`src/rtl/dmem_arbiter.sv`:
```
// dmem_arbiter: shares one data memory between the core load/store path and a
// debug/loader port using a 3-state FSM with round-robin priority and debug lock.
`default_nettype none

module dmem_arbiter #(
   parameter int ADDR_W = 32,
   parameter int DATA_W = 32
) (
   input  logic              clk_i,
   input  logic              rst_ni,
   input  logic              core_req_i,
   input  logic              core_we_i,
   input  logic [ADDR_W-1:0] core_addr_i,
   input  logic [DATA_W-1:0] core_wdata_i,
   output logic              core_ack_o,
   output logic [DATA_W-1:0] core_rdata_o,
   output logic              core_stall_o,
   input  logic              dbg_req_i,
   input  logic              dbg_we_i,
   input  logic [ADDR_W-1:0] dbg_addr_i,
   input  logic [DATA_W-1:0] dbg_wdata_i,
   input  logic              dbg_lock_i,
   output logic              dbg_ack_o,
   output logic [DATA_W-1:0] dbg_rdata_o,
   output logic              mem_read_o,
   output logic              mem_write_o,
   output logic [ADDR_W-1:0] mem_addr_o,
   output logic [DATA_W-1:0] mem_wdata_o,
   input  logic [DATA_W-1:0] mem_rdata_i
);

   localparam logic [1:0] S_IDLE   = 2'd0;
   localparam logic [1:0] S_ACCESS = 2'd1;
   localparam logic [1:0] S_RESP   = 2'd2;

   localparam logic OWN_CORE = 1'b0;
   localparam logic OWN_DBG  = 1'b1;

   logic [1:0]        state_q,      state_d;
   logic              owner_q,      owner_d;
   logic              last_owner_q, last_owner_d;
   logic              we_q,         we_d;
   logic [ADDR_W-1:0] addr_q,       addr_d;
   logic [DATA_W-1:0] wdata_q,      wdata_d;
   logic [DATA_W-1:0] core_rdata_q, core_rdata_d;
   logic [DATA_W-1:0] dbg_rdata_q,  dbg_rdata_d;
   logic              grant_dbg;

   // Debug wins when alone, when the core had the last turn, or when it holds the lock.
   assign grant_dbg = dbg_req_i &
                      (~core_req_i | (last_owner_q == OWN_CORE) | dbg_lock_i);

   always_comb begin
      state_d      = state_q;
      owner_d      = owner_q;
      last_owner_d = last_owner_q;
      we_d         = we_q;
      addr_d       = addr_q;
      wdata_d      = wdata_q;
      core_rdata_d = core_rdata_q;
      dbg_rdata_d  = dbg_rdata_q;
      case (state_q)
         S_IDLE: begin
            if (core_req_i || dbg_req_i) begin
               owner_d = grant_dbg ? OWN_DBG : OWN_CORE;
               we_d    = grant_dbg ? dbg_we_i    : core_we_i;
               addr_d  = grant_dbg ? dbg_addr_i  : core_addr_i;
               wdata_d = grant_dbg ? dbg_wdata_i : core_wdata_i;
               state_d = S_ACCESS;
            end
         end
         S_ACCESS: begin
            // Read data lands straight in the owner's output register.
            if (!we_q) begin
               if (owner_q == OWN_DBG) dbg_rdata_d  = mem_rdata_i;
               else                    core_rdata_d = mem_rdata_i;
            end
            state_d = S_RESP;
         end
         S_RESP: begin
            last_owner_d = owner_q;
            state_d      = S_IDLE;
         end
         default: state_d = S_IDLE;
      endcase
   end

   always_ff @(posedge clk_i or negedge rst_ni) begin
      if (!rst_ni) begin
         state_q      <= S_IDLE;
         owner_q      <= OWN_CORE;
         last_owner_q <= OWN_DBG;
         we_q         <= 1'b0;
         addr_q       <= '0;
         wdata_q      <= '0;
         core_rdata_q <= '0;
         dbg_rdata_q  <= '0;
      end else begin
         state_q      <= state_d;
         owner_q      <= owner_d;
         last_owner_q <= last_owner_d;
         we_q         <= we_d;
         addr_q       <= addr_d;
         wdata_q      <= wdata_d;
         core_rdata_q <= core_rdata_d;
         dbg_rdata_q  <= dbg_rdata_d;
      end
   end

   assign core_ack_o   = (state_q == S_RESP) && (owner_q == OWN_CORE);
   assign dbg_ack_o    = (state_q == S_RESP) && (owner_q == OWN_DBG);
   assign core_stall_o = core_req_i & ~core_ack_o;
   assign core_rdata_o = core_rdata_q;
   assign dbg_rdata_o  = dbg_rdata_q;
   assign mem_read_o   = (state_q == S_ACCESS) && !we_q;
   assign mem_write_o  = (state_q == S_ACCESS) && we_q;
   assign mem_addr_o   = addr_q;
   assign mem_wdata_o  = wdata_q;

endmodule

`default_nettype wire

```
`config.mk`:
```
export PLATFORM = sky130hd
export DESIGN_NAME = dmem_arbiter
export DESIGN_NICKNAME = d
export VERILOG_FILES = /design/src/rtl/dmem_arbiter.sv
export SDC_FILE = /design/constraint.sdc
export NUM_CORES = 1
export LEC_CHECK = 0
export CORE_UTILIZATION = 35
export CTS_CLUSTER_DIAMETER = 40
export DETAILED_ROUTE_END_ITERATION = 8
export GPL_ROUTABILITY_DRIVEN = 0
export GPL_TIMING_DRIVEN = 0
export PLACE_DENSITY = 0.73
export SKIP_LAST_GASP = 1
export SYNTH_ARGS = -nofsm -noshare
export SYNTH_HDL_FRONTEND = slang
export SYNTH_SLANG_ARGS = --single-unit
export TNS_END_PERCENT = 1
```
`constraint.sdc`:
```
create_clock -name clk_i -period 1.6 [get_ports clk_i]
set_input_delay 0.32 -clock clk_i [delete_from_list [all_inputs] [get_ports clk_i]]
set_output_delay 0.32 -clock clk_i [all_outputs]
set_load 0.01 [all_outputs]
```
==> results.json <==
{
  "intPower_mw": 13.7,
  "synth_top_cell_by_area": "dfrtp_1",
  "num-nets-final": 959,
  "path_cells": "nor3b_4 > clkdlybuf4s15_2",
  "vias": 5440,
  "swShare_pct": 32.4,
  "yosysTopAreaCellShare_pct": 53.0,
  "syn_inst": 468,
  "dr.pass1.iters": 4,
  "clock-sinks": 133,
  "grt_setup_unrepaired": "yes",
  "clk_latency_ns": 0.41,
  "rrSetupSlack_ns": -0.05,
  "synth-seq-cells": 133,
  "clk_pin_slew_ns": 0.06,
  "dp.cells": 993,
  "clock_path_buffers": 2,
  "htree_levels": 4,
  "startpoint_type": "flip-flop",
  "ios": 300,
  "routed_wl_um": 20300,
  "row_count": 48,
  "drc": 0,
  "synth_warnings": 0,
  "seqPwrFrac_pct": 30.7,
  "power.leakage_nw": 4.50,
  "critical_path_arrival_ns": 1.36,
  "antennaDiodeCount": 0,
  "port_buffers": 299,
  "grt_max_degree": 76,
  "numCtsBuffers": 17,
  "ant_nets": 0,
  "core_area_um2": 17400,
  "slowest_stage": "dfrtp_2",
  "avgViaCountPerCell": 5.28,
  "yosysUniqueCellTypes": 27,
  "power.density_nw_per_um2": 1970,
  "worst_hold_slack_ns": 0.443,
  "n_fill_cell": 1368,
  "fmax_ghz": 0.595,
  "maxCapViolCount": 0,
  "finalHoldViolCount": 0,
  "slew_viol_final": 0,
  "wire_per_inst_um": 19.7,
  "finalCriticalPeriod_ns": 1.68,
  "die_h_um": 135,
  "grtUsageTotal_pct": 22.1,
  "grt_pass1_wl_um": 30900,
  "cp_top_family": "flip-flops",
  "root_buffer": "clkbuf_16",
  "hold_class": "in2async",
  "synthArstFlopShare_pct": 100,
  "min_period_over_period_pct": 105,
  "grt-ovfl-total": 0,
  "worst_slack_ns": -0.0805,
  "violations": "setup timing",
  "power_mw": 20.3,
  "synth-edff-count": 0,
  "final.setup.tns_ns": -4.60,
  "irDropWorstVdd_mv": 1.18,
  "worst_pin_slew_ns": 0.558,
  "initialDrtViolationCount": 234,
  "p_clk_share_pct": 20.7,
  "area_growth_syn_to_layout_pct": 64.9,
  "fin_cells": 1030,
  "initial_core_util_pct": 35.9,
  "maxSlewHeadroom_pct": 62.8,
  "seq_area_frac_synth_pct": 53.4,
  "switching_power_mw": 6.57,
  "synth_nets": 635,
  "path_max_fanout": 4,
  "syn-mean-instance-area_um2": 13.3,
  "finalSetupViolCount": 166,
  "status": "complete, but fails checks",
  "cts_tree": "built",
  "crit_path_end_kind": "primary output",
  "critPathRequiredTime_ns": 1.28,
  "slowest_delay_ns": 0.47,
  "fin_worst_skew_ns": 0.00825,
  "dp_hpwl_um": 15400,
  "final_layout_size_suffix_gt1_share_pct": 19.4,
  "comb_power_share_pct": 48.7,
  "synthFlopType": "dfrtp_1",
  "pre_cts_slack_ns": -0.546,
  "antenna_found_initial": 1,
  "synthTopCellsByArea": "dfrtp_1, a221o_1, and4_1",
  "mappedNetlistArea_um2": 6230,
  "die_w_um": 135,
  "critPathBufInv": 1,
  "die_area_um2": 18300,
  "first_global_vias": 5687,
  "path_class": "reg2out"
}
-- final cells by class --
| cell class | instances | area [µm²] | area share (%) |
|---|---|---|---|
| flip-flops and latches | 133 | 3330 | 32.4 |
| repair buffers | 305 | 3040 | 29.6 |
| multi-input cells | 276 | 2560 | 24.9 |
| clock buffers | 19 | 443 | 4.31 |
| plain buffers | 57 | 420 | 4.09 |
| well taps | 225 | 282 | 2.74 |
| clock inverters | 13 | 196 | 1.91 |
| inverters | 2 | 7.51 | 0.0730 |
-- per-stage QoR --
stage / instance area (µm²) / util, %
final: 10300 / 59.2
after global routing: 10300 / 59.2
after CTS: 10200 / 58.9
after detailed placement: 9540 / 54.9
after global placement: 9510 / 54.8
after floorplan: 6230 / -
-- kinds of logic (layout without fill, tap and decap cells) --
logic type,after synthesis,after routing,synth area share (%)
AND/OR/NAND/NOR,145,145,17.2
flip-flops,133,133,53.4
AO/OA/AOI/OAI,67,67,10.6
multiplexers,64,64,12.8
buffers and inverters,59,396,5.96
-- routing by layer --
layer / global-route usage, % / wire (µm) / vias to the layer above
li1: - / - / 2493
met1: 25.7 / 8080 / 2636
met2: 38.3 / 10300 / 266
met3: 5.76 / 1400 / 43
met4: 9.74 / 552 / 2
met5: 0 / 13 / -
-- power by group through the flow --
stage          logic, mW  registers [mW]  clock network [mW]
3_5_place_dp        9.82            6.21                   0
5_1_grt             10.6            6.44                4.44
6_report            9.87            6.23                4.19
4_1_cts             9.92            6.21                4.27
3_3_place_gp        9.60            6.15                   0
2_1_floorplan       4.03            6.79                   0
-- final timing paths --
check / start / to / depth (start not counted)
worst min register to register: core_rdata_o[27] / core_rdata_o[27] / 1
worst min-delay path: rst_ni / core_rdata_o[14] / 2
max in group asynchronous: rst_ni / last_owner_q / 3
min in group clk_i: core_rdata_o[27] / core_rdata_o[27] / 1
worst max register to register: last_owner_q / mem_wdata_o[8] / 5
worst max-delay path: state_q[1] / mem_read_o / 2
-- Yosys cell counts (2+ instances only) --
cell / n
inv_1: 2
and4_1: 65
buf_12: 2
nor2_1: 2
and3_1: 65
dfrtp_1: 132
clkbuf_1: 34
buf_2: 7
buf_8: 4
buf_6: 8
and2_1: 3
nor2b_1: 2
mux2_2: 44
nand2_1: 2
mux2_4: 20
a221o_1: 65
-- what timing repair did --
action,4_1_cts,5_1_grt
hold endpoints to repair,58,0
gates cloned,0,1
gates resized for setup,41,31
hold buffers,1,0
endpoints found under the setup margin,235,252
pin swaps,3,2
setup buffers,2,1
-- state kept, by name, indices dropped and copies added (netlist names) --
register / flops
core_rdata_o: 32
dbg_rdata_o: 32
last_owner_q: 1
mem_addr_o: 32
mem_wdata_o: 32
owner_q: 1
state_q: 2
we_q: 1
-- cell usage in the layout, fill, tap and decap left out, types with 2 or more instances in the layout --
cell and count:
buf_2 11, clkbuf_4 6, clkbuf_2 10, and4_1 65, nor2_4 2, buf_8 4
mux2_4 20, clkbuf_16 17, inv_1 2, and3_1 65, nand2_1 2, and2_1 3
clkinv_4 4, buf_6 11, clkdlybuf4s50_1 291, clkbuf_1 17, mux2_2 44, inv_6 2
a221o_1 65, bufinv_16 4, dfrtp_1 130, dfrtp_2 2, buf_4 6, buf_12 2
Power figures use the tool's default switching activity.
